$ cat config.mk
export PLATFORM = sky130hd
export DESIGN_NAME = lcd_source_sequencer
export DESIGN_NICKNAME = d
export VERILOG_FILES = /design/src/rtl/lcd_source_sequencer.sv
export SDC_FILE = /design/constraint.sdc
export NUM_CORES = 1
export LEC_CHECK = 0
export BUFFER_PORTS_ARGS = -buffer_cell sky130_fd_sc_hd__clkbuf_2
export CELL_PAD_IN_SITES_DETAIL_PLACEMENT = 0
export CELL_PAD_IN_SITES_GLOBAL_PLACEMENT = 1
export CORE_UTILIZATION = 41
export DETAILED_ROUTE_END_ITERATION = 8
export GPL_ROUTABILITY_DRIVEN = 0
export PLACE_DENSITY = 0.9
export SLEW_MARGIN = 25
export SYNTH_ARGS = -nofsm -noshare
export SYNTH_HDL_FRONTEND = slang
export SYNTH_SLANG_ARGS = --single-unit
$ cat constraint.sdc
create_clock -name sys_clk_50MHz -period 5.48 [get_ports sys_clk_50MHz]
set_input_delay 0.822 -clock sys_clk_50MHz [delete_from_list [all_inputs] [get_ports sys_clk_50MHz]]
set_output_delay 0.822 -clock sys_clk_50MHz [all_outputs]
set_load 0.01 [all_outputs]
$ cat src/rtl/lcd_source_sequencer.sv
// Arbitrates the single LCD write port between a one-shot initialiser (source 0)
// and round-robin refresh layers, with per-grant watchdog and frame counting.
module lcd_source_sequencer #(
  parameter int DATA_W      = 9,
  parameter int NUM_SRC     = 4,
  parameter int START_CYC   = 7,
  parameter int TIMEOUT_CYC = 1 << 20
) (
  input  logic                      sys_clk_50MHz,
  input  logic                      sys_rst,
  input  logic [NUM_SRC*DATA_W-1:0] src_data,
  input  logic [NUM_SRC-1:0]        src_en_write,
  input  logic [NUM_SRC-1:0]        src_done,
  input  logic [NUM_SRC-2:0]        src_enable,
  output logic [NUM_SRC-1:0]        src_start,
  output logic [DATA_W-1:0]         data,
  output logic                      en_write,
  output logic [2:0]                active_src,
  output logic                      init_ok,
  output logic                      frame_done,
  output logic [15:0]               frame_count,
  output logic                      timeout_err,
  output logic                      led
);

  localparam int          SRC_W      = (NUM_SRC > 1) ? $clog2(NUM_SRC) : 1;
  localparam logic [3:0]  START_LAST = 4'(START_CYC);
  localparam logic [23:0] WD_LAST    = (TIMEOUT_CYC == 0) ? 24'd0 : 24'(TIMEOUT_CYC - 1);

  typedef enum logic [1:0] {ST_INIT, ST_SELECT, ST_RUN, ST_IDLE} state_t;

  typedef struct packed {
    logic       found;
    logic [2:0] idx;
    logic       wrap;
  } pick_t;

  state_t              state;
  logic [3:0]          start_cnt;
  logic [23:0]         watchdog;
  logic [2:0]          sel_src;
  logic                sel_none;
  pick_t               pick;
  logic [SRC_W-1:0]    cur;
  logic                granted;
  logic [DATA_W-1:0]   src_word [NUM_SRC];

  // First enabled refresh source strictly after origin, wrapping within 1..NUM_SRC-1.
  function automatic pick_t pick_next(input logic [2:0] origin, input logic [NUM_SRC-2:0] en);
    pick_t      p;
    logic [7:0] en_pad;
    int         cand;
    p      = '0;
    en_pad = 8'(en);
    for (int off = NUM_SRC - 1; off >= 1; off--) begin
      cand = int'(origin) + off;
      if (cand > NUM_SRC - 1) cand = cand - (NUM_SRC - 1);
      if (en_pad[3'(cand - 1)]) begin
        p.found = 1'b1;
        p.idx   = 3'(cand);
      end
    end
    p.wrap = p.found && (origin != 3'd0) && (p.idx <= origin);
    return p;
  endfunction

  for (genvar k = 0; k < NUM_SRC; k++) begin : g_word
    assign src_word[k] = src_data[k*DATA_W +: DATA_W];
  end

  assign cur     = active_src[SRC_W-1:0];
  assign granted = (state == ST_INIT) || (state == ST_RUN);
  assign led     = !init_ok;

  always_comb pick = pick_next(active_src, src_enable);

  // NOTE: every output gets a default before the if, so no latch is inferred.
  always_comb begin
    src_start = '0;
    data      = '0;
    en_write  = 1'b0;
    if (granted) begin
      data     = src_word[cur];
      en_write = src_en_write[cur];
      if (start_cnt < START_LAST) src_start[cur] = 1'b1;
    end
  end

  // The next grant is chosen on the edge entering SELECT, so frame_done can be a
  // register that is high for exactly the SELECT cycle that decides the wrap.
  // NOTE: sequential state uses non-blocking assignments only.
  always_ff @(posedge sys_clk_50MHz) begin
    if (sys_rst) begin
      state       <= ST_INIT;
      active_src  <= 3'd0;
      start_cnt   <= 4'd0;
      watchdog    <= 24'd0;
      init_ok     <= 1'b0;
      frame_count <= 16'd0;
      timeout_err <= 1'b0;
      frame_done  <= 1'b0;
      sel_src     <= 3'd0;
      sel_none    <= 1'b1;
    end else begin
      frame_done <= 1'b0;
      unique case (state)
        ST_INIT: begin
          if (start_cnt != START_LAST) start_cnt <= start_cnt + 4'd1;
          if (src_done[0]) begin
            init_ok    <= 1'b1;
            state      <= ST_SELECT;
            sel_src    <= pick.idx;
            sel_none   <= !pick.found;
            frame_done <= pick.wrap;
          end
        end
        ST_SELECT: begin
          if (frame_done) frame_count <= frame_count + 16'd1;
          if (sel_none) begin
            state <= ST_IDLE;
          end else begin
            state      <= ST_RUN;
            active_src <= sel_src;
            start_cnt  <= 4'd0;
            watchdog   <= 24'd0;
          end
        end
        ST_RUN: begin
          if (start_cnt != START_LAST) start_cnt <= start_cnt + 4'd1;
          if (src_done[cur]) begin
            state      <= ST_SELECT;
            sel_src    <= pick.idx;
            sel_none   <= !pick.found;
            frame_done <= pick.wrap;
          end else if ((TIMEOUT_CYC != 0) && (watchdog == WD_LAST)) begin
            timeout_err <= 1'b1;
            state       <= ST_SELECT;
            sel_src     <= pick.idx;
            sel_none    <= !pick.found;
            frame_done  <= pick.wrap;
          end else begin
            watchdog <= watchdog + 24'd1;
          end
        end
        ST_IDLE: begin
          if (|src_enable) begin
            state      <= ST_SELECT;
            sel_src    <= pick.idx;
            sel_none   <= !pick.found;
            frame_done <= pick.wrap;
          end
        end
        default: state <= ST_INIT;
      endcase
    end
  end

endmodule

## Word-level counts from Yosys, hierarchy flattened

Cells that the tools add are included.

| storage, ports and cells | value |
|---|---|
| logic and storage cells | 125 |
| flip-flop bits (word level) | 56 |
| bits in read-only memories | 0 |
| memory bits (writable) | 0 |
| memories | 0 |
| input port bits | 49 |
| output and inout bits | 37 |
| latch bits | 0 |

| cells by class | value |
|---|---|
| add/sub/neg operators | 12 |
| bitwise logic cells | 3 |
| multiplexer cells | 56 |
| reduce and logical (&&, ||, !) cells | 21 |
| shift-type cells | 0 |
| multipliers | 0 |
| divide/modulo/power cells | 0 |
| magnitude comparators | 11 |
| equal/unequal tests | 12 |

Operators by type and width:

| cell | count |
|---|---|
| 24-bit two-way mux | 3 |
| 24-bit case mux with 2 select lines | 1 |
| 4-bit two-way mux | 7 |
| 9-bit two-way mux | 3 |
| 24-bit by 1-bit adder with 24-bit output (second input constant) | 1 |
| 24-bit by 20-bit equality test with 1-bit output (second input constant) | 1 |
| 3-bit two-way mux | 7 |
| 1-bit two-way mux | 19 |
| 9-bit binary-select mux with 2-bit select | 1 |
| 3-bit by 2-bit subtractor with 3-bit output (second input constant) | 6 |
| 16-bit by 1-bit adder with 16-bit output (second input constant) | 1 |
| 3-bit by 5-bit less-than comparator with 1-bit output (second input constant) | 3 |
| 4-bit by 2-bit greater-than comparator with 1-bit output (second input constant) | 3 |
| 2-bit != test (second input constant) | 5 |
| 1-bit binary-select mux with 3-bit select | 3 |
| 3-bit case mux with 3 select lines | 1 |
| 3-bit AND reduction | 3 |
| 3-bit by 2-bit adder with 4-bit output (second input constant) | 2 |
| 2-bit two-way mux | 4 |
| 2-bit case mux with 4 select lines | 1 |
| 4-bit case mux with 2 select lines | 1 |
| 4-bit AND reduction | 2 |
| 1-bit case mux with 3 select lines | 2 |
| 2-bit AND reduction | 3 |
| other kinds (24) | 32 |

## Longest topological paths before layout

Gate-level depths: netlist (run 1).

| depth | value |
|---|---|
| depth in word-level cells | 15 |
| depth in mapped cells | 18 |
| depth with buffers taken out | 18 |

## Least setup slack after synthesis (run 1)

No wires, ideal clock.

| timing path | value |
|---|---|
| path kind | reg-to-reg |
| start | register active_src[1] |
| end | register frame_done |
| data required time | 5420 ps |
| buffers on the path | 0 |
| period minus slack after synthesis | 3877 ps |
| cell stages (with the launch flop) | 18 |
| arrival | 3817 ps |
| setup time | 60 ps |
| setup slack | 1603 ps |
| cells stage by stage | dfxtp_1 > inv_1 > ha_1 > xnor2_1 > o21a_1 > or2_2 > ha_1 > nand2b_1 > a211o_1 > a21oi_1 > a22oi_1 > mux2i_1 > ha_1 > a21o_1 > a21oi_1 > a31oi_1 > a2111oi_0 > and3_1 |

RTL lines:

| item | RTL line | RTL |
|---|---|---|
| start: declaration | 18 | `output logic [2:0] active_src,` |
| start signal: assignment | 123 | `active_src <= sel_src;` |
| end signal: assignment | 114 | `frame_done <= pick.wrap;` |
| end signal: assignment | 134 | `frame_done <= pick.wrap;` |
| end signal: assignment | 140 | `frame_done <= pick.wrap;` |
| end: declaration | 20 | `output logic frame_done,` |

==> results summary, run 1 <==
The fraction of synthesized area in multiplexers is 0.0905. The final net count came out at 570. The proportion of layout cells with a drive suffix above 1 came out at 0.248. The slack of the worst reg-to-reg path is about 1100 ps. The global routing stage identified its most utilized layer as met2. The CTS H-tree depth is 2. The cell sitting at the root of the clock tree is a sky130_fd_sc_hd__clkbuf_8. The final routed wirelength across all metal layers is about 8.7 mm. The hold-critical path endpoint is timeout_err. Derived from the worst setup path, the maximum achievable clock frequency is 0.229 GHz. The post-detailed-route via-to-cell ratio came out at 5.72. The floorplan step set the die height to slightly below 100 microns.

The worst setup path is captured at a register. The number of synthesized flops with an enable pin came out at 0. The startpoint identified for the worst register-to-register timing path is active_src[0]. Entering global routing, the biggest net connects 40 pins. After filler insertion, the fill cell instance count of the layout stands at between 800 and 900.

The total setup violations reported at the end of the flow is 0. The power density over the cells is ~220 nW/um^2. The utilization after layout is 0.493. The met2 track demand over resource is 0.337. The sequential share of the synthesized area is 0.299. The share of synthesized area in the top cell type comes to 0.299. In this run the tightest slew margin relative to its limit is 0.511.

The cell area after synthesis came out at around 3700 sq um. The growth of design area from synthesis to finish is 15.4%. The routed layout has 3474 vias.

The number of hold buffers added after CTS is 0. The synthesis warning total is 0. The worst min-delay path category is reg2reg. The placed wire-length estimate came out at between 6 and 7 mm. The number of antenna violations at the first check in global routing is 0. Along the worst path, the maximum fanout reaches 26. The number of clock sinks came out at 56. The number of antenna diodes in the final layout is 0. The static power due to leakage is around 0.0017 uW. The residual DRC count is 0. Dividing the synthesized area by the synthesized cell count gives just under 9 sq um. The number of buffers added by the clock tree synthesis step is 5. The worst hold slack after final layout came out at ~470 ps. The number of routed nets with antenna violations is 0.

The flow ran to the end, and the final reports show no timing, DRC or antenna violations. The maximum clock insertion buffer count is 2. The accumulated negative setup slack came out at 0 ps. Counting instances in the post-synthesis netlist gives the leading cell types as sky130_fd_sc_hd__dfxtp_1, sky130_fd_sc_hd__a21oi_1, sky130_fd_sc_hd__nor2_1, sky130_fd_sc_hd__nand2_1, sky130_fd_sc_hd__ha_1. The met3 layer usage reported by global route is 0.0302.

The adder-cell area share of the yosys netlist is 0.0768. In the finished design, the share of the clock period the worst path needs comes to 0.796. The post-synthesis compound-gate area fraction is 0.192. The worst voltage drop across the vdd grid came out at roughly 0.00013 V.

The count of cell types in the netlist is between 60 and 70. Clock-pin slew was measured on the worst setup and hold paths at roughly 120 ps. The number of nets in the synthesized netlist is around 500. The total grt overflow came out at 0. In this run the horizontal extent of the chip is 97.6 microns. The worst hold path startpoint is timeout_err. The synthesized-area fraction occupied by xor and xnor cells came out at 0.0491. The worst setup path is of the reg2reg kind. The standard cell core area came out at slightly below 9000 sq um. The DRC marker count from the first detailed-route iteration came out at ~130. The via count of the first global-routing pass came out at approximately 3400.

The total global routing track utilization is 0.189. The data required time of the critical path is between 5000 and 6000 ps. The capturing point of the worst reg2reg path is frame_done. The number of detailed-route iterations in the first pass is 4. Buffers added to address setup during post-CTS repair amount to 0. The number of buffers added on ports is 85. The final hold violation count was 0.

At the later pin of the worst-skew pair, clock insertion delay measures about 320 ps. The area of the die came out at 9520 sq um. The share of synthesized flip-flops with an asynchronous set or reset came out at 0. The most area-hungry cell type in the Yosys netlist is sky130_fd_sc_hd__dfxtp_1. Setup repair after global routing left no endpoint under its margin. The number of placed I/O pins came out at 86. Measured in cells, the most critical reg-to-reg path has a length of 18. STA classifies the critical path startpoint as a register.

The slew at the pin closest to its max-slew limit came out at around 730 ps. The worst path arrival time came out at 4620 ps. The post-detailed-route wirelength per cell came out at about 14 microns.

By area the synthesized netlist is led by sky130_fd_sc_hd__dfxtp_1, sky130_fd_sc_hd__ha_1, sky130_fd_sc_hd__mux4_2. The max-capacitance violation count came out at 0. For met1 alone, demand over resource in global routing was 0.237. TritonCTS built the clock tree.

The global-route wire length before repair is around 15 mm. The number of gates resized after cts came out at 0. The worst path needs roughly 4400 ps of the cycle, external delays included. After synthesis, the largest family of logic cells by area is simple AND/OR/NAND/NOR gates. The initial utilization of the core area, before any placement, comes to 0.427.

In the synthesized netlist the dominant register cell turns out to be sky130_fd_sc_hd__dfxtp_1. The setup skew after layout came out at approximately 12 ps. The number of cell rows is 34. The number of instances in the synthesized netlist came out at 425.

The flip-flop and latch count after synthesis came out at 56. Among all cell types in the netlist, the one instantiated most often is sky130_fd_sc_hd__dfxtp_1. The final max-slew violation count is 0. The post-synthesis share of cell area spent on and, or, nand and nor gates came out at 0.255.

The number of cells traversed by the worst hold path is 2.
through the flow:
| step | setup WS, ps | cells | total power [uW] | cell area (sq um) |
|---|---|---|---|---|
| after global routing | 741 | 607 | 990 | 4320 |
| after floorplan | 1600 | 425 | 627 | 3740 |
| after CTS | 1160 | 607 | 938 | 4320 |
| after detailed placement | 1190 | 599 | 699 | 4230 |
| final | 1120 | 607 | 933 | 4320 |
| after global placement | 1390 | 599 | 694 | 4230 |
per-layer routing:
| metal | share of wire | vias to the layer above |
|---|---|---|
| met5 | 0 | - |
| li1 | - | 1722 |
| met3 | 0.045 | 9 |
| met2 | 0.49 | 109 |
| met4 | 0.012 | 0 |
| met1 | 0.46 | 1634 |
cells by family after synthesis:
| kind of cell | count (synthesis) |
|---|---|
| compound gates | 102 |
| xor+xnor | 21 |
| fa+ha+maj | 23 |
| buf+inv | 33 |
| flops | 56 |
| mux | 20 |
| simple gates | 170 |
worst max path at each step:
stage                     slack, ps         end           from
after floorplan                1600  frame_done  active_src[1]
after CTS                      1160  frame_done  active_src[0]
after detailed placement       1190  frame_done  active_src[0]
after global routing            740  frame_done  active_src[0]
final                          1120  frame_done  active_src[0]
after global placement         1390  frame_done  active_src[0]
power breakdown:
part	internal [uW]	total, uW	switching (uW)
clock	94.3	243	149
combinational	113	259	146
sequential	421	431	10.6
flip-flops by register name (all words and copies together), names as in the netlist:
name and flops:
init_ok 1, start_cnt 4, timeout_err 1, state 2, frame_count 16, watchdog 24
frame_done 1, sel_src 3, active_src 3, sel_none 1
placed cells by master, fill, tap and decap left out, types with 2 or more instances in the layout:
master | synthesis | layout
sky130_fd_sc_hd__mux4_2 | 11 | 11
sky130_fd_sc_hd__a22oi_1 | 2 | 2
sky130_fd_sc_hd__nand4_1 | 11 | 11
sky130_fd_sc_hd__o2111ai_1 | 2 | 2
sky130_fd_sc_hd__a21oi_1 | 36 | 36
sky130_fd_sc_hd__a21o_1 | 2 | 2
sky130_fd_sc_hd__xnor2_1 | 7 | 7
sky130_fd_sc_hd__ha_1 | 23 | 23
sky130_fd_sc_hd__dfxtp_1 | 56 | 56
sky130_fd_sc_hd__nor2_1 | 36 | 36
sky130_fd_sc_hd__nand2_1 | 29 | 29
sky130_fd_sc_hd__nand2b_1 | 5 | 5
sky130_fd_sc_hd__nor3_1 | 5 | 5
sky130_fd_sc_hd__or2_1 | 3 | 3
sky130_fd_sc_hd__inv_1 | 10 | 10
sky130_fd_sc_hd__nand3b_1 | 2 | 2
sky130_fd_sc_hd__or3_1 | 11 | 11
sky130_fd_sc_hd__and2_1 | 14 | 14
sky130_fd_sc_hd__and3_1 | 11 | 11
sky130_fd_sc_hd__xor2_1 | 14 | 14
sky130_fd_sc_hd__nor4b_1 | 2 | 2
sky130_fd_sc_hd__or4_1 | 16 | 16
sky130_fd_sc_hd__o21ai_0 | 8 | 8
sky130_fd_sc_hd__o21ai_1 | 5 | 5
sky130_fd_sc_hd__mux2i_1 | 8 | 8
sky130_fd_sc_hd__and4_1 | 2 | 2
sky130_fd_sc_hd__nor3_2 | 2 | 2
sky130_fd_sc_hd__buf_4 | 1 | 2
sky130_fd_sc_hd__a211oi_1 | 2 | 2
sky130_fd_sc_hd__o211ai_1 | 3 | 3
sky130_fd_sc_hd__inv_2 | 2 | 2
sky130_fd_sc_hd__a31oi_1 | 3 | 3
sky130_fd_sc_hd__nand3_1 | 11 | 11
sky130_fd_sc_hd__a211o_1 | 3 | 3
sky130_fd_sc_hd__clkbuf_8 | 0 | 5
sky130_fd_sc_hd__o31ai_1 | 16 | 16
sky130_fd_sc_hd__or2_2 | 3 | 3
sky130_fd_sc_hd__o21a_1 | 4 | 4
sky130_fd_sc_hd__clkbuf_2 | 0 | 85
critical path, stage by stage (launching register included):
cell,delay (ps)
sky130_fd_sc_hd__dfxtp_1,330
sky130_fd_sc_hd__buf_4,340
sky130_fd_sc_hd__inv_2,160
sky130_fd_sc_hd__ha_1,250
sky130_fd_sc_hd__xnor2_1,150
sky130_fd_sc_hd__o21a_1,240
sky130_fd_sc_hd__or2_2,300
sky130_fd_sc_hd__ha_1,330
sky130_fd_sc_hd__nand2b_1,160
sky130_fd_sc_hd__a211o_1,270
sky130_fd_sc_hd__a21oi_1,260
sky130_fd_sc_hd__a22oi_1,170
sky130_fd_sc_hd__mux2i_1,190
sky130_fd_sc_hd__ha_1,270
sky130_fd_sc_hd__a21o_1,160
sky130_fd_sc_hd__a21oi_1,130
sky130_fd_sc_hd__a31oi_1,50
sky130_fd_sc_hd__a2111oi_0,360
sky130_fd_sc_hd__and3_1,200
final cells by class:
class | instances | area [sq um] | share of cell area
well taps | 108 | 135 | 0.0313
flip-flops and latches | 56 | 1120 | 0.259
repair buffers | 87 | 440 | 0.102
clock inverters | 3 | 27.5 | 0.00637
multi-input cells | 336 | 2480 | 0.575
clock buffers | 5 | 68.8 | 0.0159
inverters | 12 | 45.0 | 0.0104
Power figures use the tool's default switching activity.
==> run 2, diff against run 1 <==
Clock period 5.48 ns to 4.3 ns, I/O delays scaled along.
==> run 2 against run 1 <==
- sequential power up 28%
- power up 28%
- global-route usage about the same
- clock power up 28%
- sequential share of layout area down 0.15 points
- core utilization up 0.29 points
- die area unchanged
- largest power group unchanged
- critical path type unchanged
- wire length up 1.6%
==> results summary, run 2 (synthesis gave the netlist of run 1 again) <==
The area of all placed cells without fillers came to 4350 sq um (+0.58%). The initial cell density of the core is 0.427 (unchanged). The max-capacitance violation count was 0 (unchanged). The DRC marker count from the first detailed-route iteration is 103 (-18%). The number of flip-flops under the largest register name came to 24 (unchanged). The slack of the worst reg-to-reg path came to 290 ps (-830 ps). The total global routing track utilization is 0.189 (about the same).

The beginning of the critical path is active_src[1]. The largest net degree at the start of global routing is 40 (unchanged). The proportion of layout cells with a drive suffix above 1 is 0.256 (+0.00750).

In the layout the commonest cells are sky130_fd_sc_hd__clkbuf_2, sky130_fd_sc_hd__dfxtp_1, sky130_fd_sc_hd__a21oi_1, sky130_fd_sc_hd__nor2_1, sky130_fd_sc_hd__nand2_1. In the final layout, the registers with the most flip-flops are watchdog: 24 flops, frame_count: 16 flops, start_cnt: 4 flops. The relative slew slack is 0.484 (-0.0270). The number of cells traversed by the worst hold path came out at 2 (unchanged). The power density over the cells is 276 nW/um^2 (+28%). The clock-pin slew on the worst setup and hold paths is 110 ps (about the same). The final net count is 571 (+0.18%). The number of filler cells placed in the layout came out at 840 (-2.6%). More flip-flops sit in one register than any other, and that register is watchdog. The number of detailed-route iterations in the first pass is 5 (+1). The worst hold path terminates at watchdog[6].

The placed wire-length estimate is 6.71 mm (+2.6%). The total grt overflow came out at 0 (unchanged). The number of clock sinks is 56 (unchanged). The number of cell rows is 34 (unchanged). The area of the die came to 9520 sq um (unchanged). The min-delay analysis places its worst path in the category reg2reg. The total via count in the routed design is 3463 (-0.32%). The accumulated negative setup slack came to 0 ps (unchanged).

The library cell used most frequently in the layout, excluding fill and tap cells, is sky130_fd_sc_hd__clkbuf_2. The kind of critical path is reg2reg. The data required time of the critical path came out at 4570 ps (-1170 ps). The capturing point of the worst reg2reg path is frame_done. The final hold violation count is 0 (unchanged). The global-route wire length before repair is 15.1 mm (-0.41%).

STA classifies the critical path startpoint as a register. The growth of design area from synthesis to finish came out at 16.1%. The final instance count without filler cells is 608 (+0.16%).

The clock tree from TritonCTS is done. The worst slack after detailed placement was 294 ps (-898 ps). The number of routed nets with antenna violations is 0 (unchanged). The worst hold path startpoint is watchdog[6]. The CTS H-tree depth is 2 (unchanged).

The standard cell core area came out at 8760 sq um (unchanged). The residual DRC count is 0 (unchanged). The post-detailed-placement cell area came to 4230 sq um (+0.18%). The die boundary height is 97.6 microns (unchanged). The run finished with clean final reports. The post-detailed-route via-to-cell ratio was 5.70 (-0.48%). The worst hold slack after final layout is 484 ps (+9.75 ps). The latest clock arrival within the worst-skew pair came out at 310 ps (about the same).

The element type at the critical path end is a register. The number of diodes added for antenna fixing is 0 (unchanged). The minimum setup slack in the final design is 288 ps (-829 ps).

The maximum achievable frequency came out at 0.249 GHz (+8.8%). The number of buffers added on ports was 85 (unchanged). The maximum clock insertion buffer count is 2 (unchanged). The post-detailed-route wirelength per cell came out at 14.6 microns (+1.5%). The shortest clock period the worst path allows after layout is 4010 ps (-351 ps).

Setup repair after global routing left no endpoint under its margin. The cell count after placement is 600 (+0.17%). The number of gates resized after cts came out at 0 (unchanged). The total setup violations reported at the end of the flow is 0 (unchanged). The largest driver fanout on the critical path is 19 (-27%).

The number of buffers added by the clock tree synthesis step is 5 (unchanged). The static power due to leakage is 0.00174 uW (+0.30%). The setup skew after layout is 4.36 ps (-7.62 ps). The overall die width is 97.6 microns (unchanged).

The final routed wirelength across all metal layers is 8.87 mm (+1.6%). The number of buffers added for setup after CTS is 0 (unchanged). The worst voltage drop across the vdd grid is 0.000171 V (+34%). The worst register-to-register path begins at active_src[1].

The worst path arrival time came out at 4280 ps (-340 ps). The slew at the pin closest to its max-slew limit came out at 774 ps (+40.5 ps). The number of placed I/O pins came out at 86 (unchanged).

The share of the clock period used by the worst path came out at 0.933 (+0.137). The number of cells on the worst reg-to-reg path was 16 (-2). The via count of the first global-routing pass is 3340 (-1.3%). The number of hold buffers added after CTS came out at 0 (unchanged).

Clock tree synthesis selected as its root buffer the cell sky130_fd_sc_hd__clkbuf_8. The final max-slew violation count came to 0 (unchanged). The total area of multi-input combinational cells is 2500 sq um (+0.71%).

The register area is 1120 sq um (unchanged). The number of antenna violations at the first check in global routing came out at 0 (unchanged).
run 2: cell types whose count changed in the layout (fill, tap and decap cells not counted), sizes merged:
cell	delta
buf	+1
run 2: worst max path at each step:
stage                 endpoint  slack [ps]  cells after the start
finish              frame_done         290                     16
global route        frame_done          30                     17
CTS                 frame_done         260                     16
detailed placement  frame_done         290                     16
global placement    frame_done         470                     16
floorplan           frame_done         420                     17
run 2: final cells by class:
class,count,share of cell area
Timing Repair Buffer,88,0.103
Inverter,12,0.0104
Sequential cell,56,0.258
Multi-Input combinational cell,336,0.575
Clock inverter,3,0.00633
Tap cell,108,0.0311
Clock buffer,5,0.0158
run 2: routing by layer:
layer | up-vias | GRT usage | part of all wire
met2 | 118 | 0.335 | 0.50
met1 | 1604 | 0.240 | 0.43
li1 | 1731 | - | -
met3 | 10 | 0.0302 | 0.052
met5 | - | 0 | 0
met4 | 0 | 0.0452 | 0.012
run 2: where the power goes:
part           switching [uW]  internal, uW  total (uW)
Sequential               15.2           536         551
Combinational             190           147         337
Clock                     189           120         310
run 2: stage by stage:
stage	total power, uW	util
4_1_cts	1200	0.494
2_1_floorplan	799	-
6_report	1200	0.496
3_3_place_gp	885	0.483
5_1_grt	1270	0.496
3_5_place_dp	895	0.483
run 2: worst max-delay path, cell delays in order, from the launching register on:
cell and delay, ps:
sky130_fd_sc_hd__dfxtp_1 360, sky130_fd_sc_hd__buf_4 250, sky130_fd_sc_hd__ha_1 230, sky130_fd_sc_hd__xor2_1 280, sky130_fd_sc_hd__o21a_1 310, sky130_fd_sc_hd__xnor2_1 210
sky130_fd_sc_hd__ha_1 330, sky130_fd_sc_hd__nand2_1 130, sky130_fd_sc_hd__nor3_2 80, sky130_fd_sc_hd__o31a_1 290, sky130_fd_sc_hd__o31ai_1 310, sky130_fd_sc_hd__nand2_1 140
sky130_fd_sc_hd__ha_1 310, sky130_fd_sc_hd__a21oi_1 130, sky130_fd_sc_hd__a31oi_1 50, sky130_fd_sc_hd__a2111oi_0 350, sky130_fd_sc_hd__and3_1 200
==> run 3, diff against run 2 <==
Settings changed: CORE_UTILIZATION 41 to 44, PLACE_DENSITY 0.9 to 0.95.
Clock period 4.3 ns to 5.2 ns, I/O delays scaled along.
==> run 3 against run 2 <==
- combinational power fell by 19%
- critical endpoint unchanged
- critical path depth rose by 1
- die area fell by 6.7%
==> results summary, run 3 (synthesis gave the netlist of run 1 again) <==
The total grt overflow was 0 (unchanged). The placed wire-length estimate is 6.47 mm (-3.6%). The clock-pin slew on the worst setup and hold paths is 100 ps (about the same). The maximum single-stage delay on the critical path is 600 ps (+240 ps). The setup path with the least slack is of type reg2reg.

The initial cell density of the core came out at 0.456 (+0.0284). The total via count in the routed design came out at 3455 (-0.23%). The maximum achievable frequency is 0.228 GHz (-8.5%).

The via count of the first global-routing pass came out at 3184 (-4.7%). The CTS H-tree depth came out at 2 (unchanged). The cell with the largest stage delay on the worst path is sky130_fd_sc_hd__dfxtp_1. The maximum clock insertion buffer count is 2 (unchanged). The final routed wirelength across all metal layers came out at 8.61 mm (-2.9%). The setup skew after layout is 6.68 ps (+2.31 ps).

The shortest clock period the worst path allows after layout came to 4390 ps (+374 ps). The nature of the critical path startpoint is a register. The relative slew slack came out at 0.497 (+0.0131). The latest clock arrival within the worst-skew pair came out at 310 ps (about the same). The number of antenna violations at the first check in global routing came out at 0 (unchanged). The worst voltage drop across the vdd grid came out at 0.000124 V (-27%). The met3 layer usage reported by global route came out at 0.0316 (+0.00134).

The worst slack after detailed placement is 914 ps (+620 ps). TritonCTS built the clock tree. The post-detailed-placement cell area is 4220 sq um (-0.27%). The post-detailed-route wirelength per cell is 14.3 microns (-2.2%). The number of filler cells placed in the layout is 746 (-11%). The critical path buffer and inverter count came out at 1 (unchanged). The area of the die is 8880 sq um (-6.7%). The global routing usage on met1 is 0.247 (+0.00652). The accumulated negative setup slack is 0 ps (unchanged). The slew at the pin closest to its max-slew limit is 754 ps (-19.7 ps). The residual DRC count came out at 0 (unchanged).

The slack of the worst reg-to-reg path came to 810 ps (+530 ps). The number of buffers added by the clock tree synthesis step came to 5 (unchanged). The final max-slew violation count is 0 (unchanged). The total stage count of the critical path came to 17 (+1). The growth of design area from synthesis to finish came out at 16.4%. The number of placed I/O pins was 86 (unchanged). The max-capacitance violation count came out at 0 (unchanged). The die boundary height is 94.3 microns (-3.4%).

The total global routing track utilization is 0.199 (+0.00930). The final hold violation count is 0 (unchanged). The capturing point of the worst reg2reg path is frame_done. The overall die width came to 94.3 microns (-3.4%).

The cell that appears most often on the critical path is sky130_fd_sc_hd__ha_1. The worst path arrival time was 4640 ps (+360 ps). In the final layout, the registers with the most flip-flops are watchdog: 24 flops, frame_count: 16 flops, start_cnt: 4 flops. The worst register-to-register path begins at active_src[1]. The DRC marker count from the first detailed-route iteration is 125 (+21%). The share of the clock period used by the worst path is 0.843 (-0.0896). Setup repair after global routing left no endpoint under its margin.

The data required time of the critical path was 5450 ps (+880 ps). The startpoint identified for the worst hold timing path is timeout_err. The final net count came to 570 (-0.18%).

The number of clock sinks came out at 56 (unchanged). The number of gates resized after cts came out at 0 (unchanged). The element type at the critical path end is a register. The number of buffers added for setup after CTS is 0 (unchanged). The standard cell core area came out at 8220 sq um (-6.2%). The family with the most delay on the worst path is compound AO/OA/AOI/OAI gates. The number of routed nets with antenna violations came out at 0 (unchanged). The number of buffers added on ports is 85 (unchanged). The number of detailed-route iterations in the first pass is 4 (-1). The clock tree root driver cell is sky130_fd_sc_hd__clkbuf_8. The overall power consumption is 1070 uW (-11%). The number of diodes added for antenna fixing is 0 (unchanged). The number of cells on the worst reg-to-reg path came out at 17 (+1). The minimum setup slack in the final design came out at 814 ps (+526 ps).

The busiest metal layer after global routing is met2. The power density over the cells is 245 nW/um^2 (-11%). The proportion of layout cells with a drive suffix above 1 is 0.248 (-0.00750). The register with the most flip-flops in the final layout is watchdog.

The tightest min-delay check is of the reg2reg type. The number of cell rows is 33 (-2.9%). The termination of the worst setup path is frame_done. The static power due to leakage came out at 0.00175 uW (+1.0%). The largest driver fanout on the critical path came to 11 (-8).

The largest net degree at the start of global routing is 40 (unchanged). The flow ran to the end, and the final reports show no timing, DRC or antenna violations. The most critical setup path has its startpoint at active_src[1].

The area of all placed cells without fillers came to 4360 sq um (+0.29%). The global-route wire length before repair is 14.3 mm (-5.3%). The number of hold buffers added after CTS came out at 0 (unchanged). In the layout the commonest cells are sky130_fd_sc_hd__clkbuf_2, sky130_fd_sc_hd__dfxtp_1, sky130_fd_sc_hd__a21oi_1, sky130_fd_sc_hd__nor2_1, sky130_fd_sc_hd__nand2_1. The met2 track demand over resource is 0.348 (+0.0138). The post-detailed-route via-to-cell ratio is 5.72 (+0.43%). The signal on the critical path passes through inv_1, ha_1, xnor2_1, o21a_1, or2_2, ha_1, nand2b_1, a211o_1, a21oi_1, a22oi_1, mux2i_1, ha_1, a21o_1, a21oi_1, a31oi_1, a2111oi_0, and3_1. The number of flip-flops under the largest register name was 24 (unchanged). The total setup violations reported at the end of the flow came out at 0 (unchanged). The library cell used most frequently in the layout, excluding fill and tap cells, is sky130_fd_sc_hd__clkbuf_2.
## run 3: cell type report
type / instances / area, sq um / share of cell area
multi-input combinational: 336 / 2480 / 0.570
clock inverter: 3 / 68.8 / 0.0158
tap: 105 / 131 / 0.0301
sequential: 56 / 1120 / 0.257
inverter: 12 / 45.0 / 0.0103
clock buffer: 5 / 68.8 / 0.0158
timing repair buffer: 87 / 440 / 0.101
## run 3: how the worst min path moves through the flow
stage	end	slack (ps)	depth (start not counted)
after floorplan	watchdog[9]	450	2
after global placement	watchdog[9]	460	2
after detailed placement	timeout_err	440	2
after CTS	timeout_err	460	2
after global routing	timeout_err	480	2
final	timeout_err	460	2
## run 3: metal layers
metal | wire length (microns) | part of all wire
met1 | 3810 | 0.44
met2 | 4210 | 0.49
met3 | 439 | 0.051
met4 | 159 | 0.018
met5 | 0 | 0
## run 3: per-stage QoR
stage          hold slack (ps)   util  instances
2_1_floorplan              448      -        425
3_3_place_gp               457  0.514        596
3_5_place_dp               444  0.514        596
4_1_cts                    460  0.531        604
5_1_grt                    480  0.531        604
6_report                   463  0.531        604
## run 3: tightest hold or removal path, stage by stage, from the launching register on
cell and delay [ps]:
sky130_fd_sc_hd__dfxtp_1 330, sky130_fd_sc_hd__inv_1 50, sky130_fd_sc_hd__a21oi_1 50
## run 3: where the power goes
part / internal [uW] / leakage [uW] / switching [uW] / total [uW]
clock: 194 / 0.0000687 / 145 / 339
sequential: 443 / 0.000453 / 13.3 / 457
combinational: 119 / 0.00123 / 153 / 272
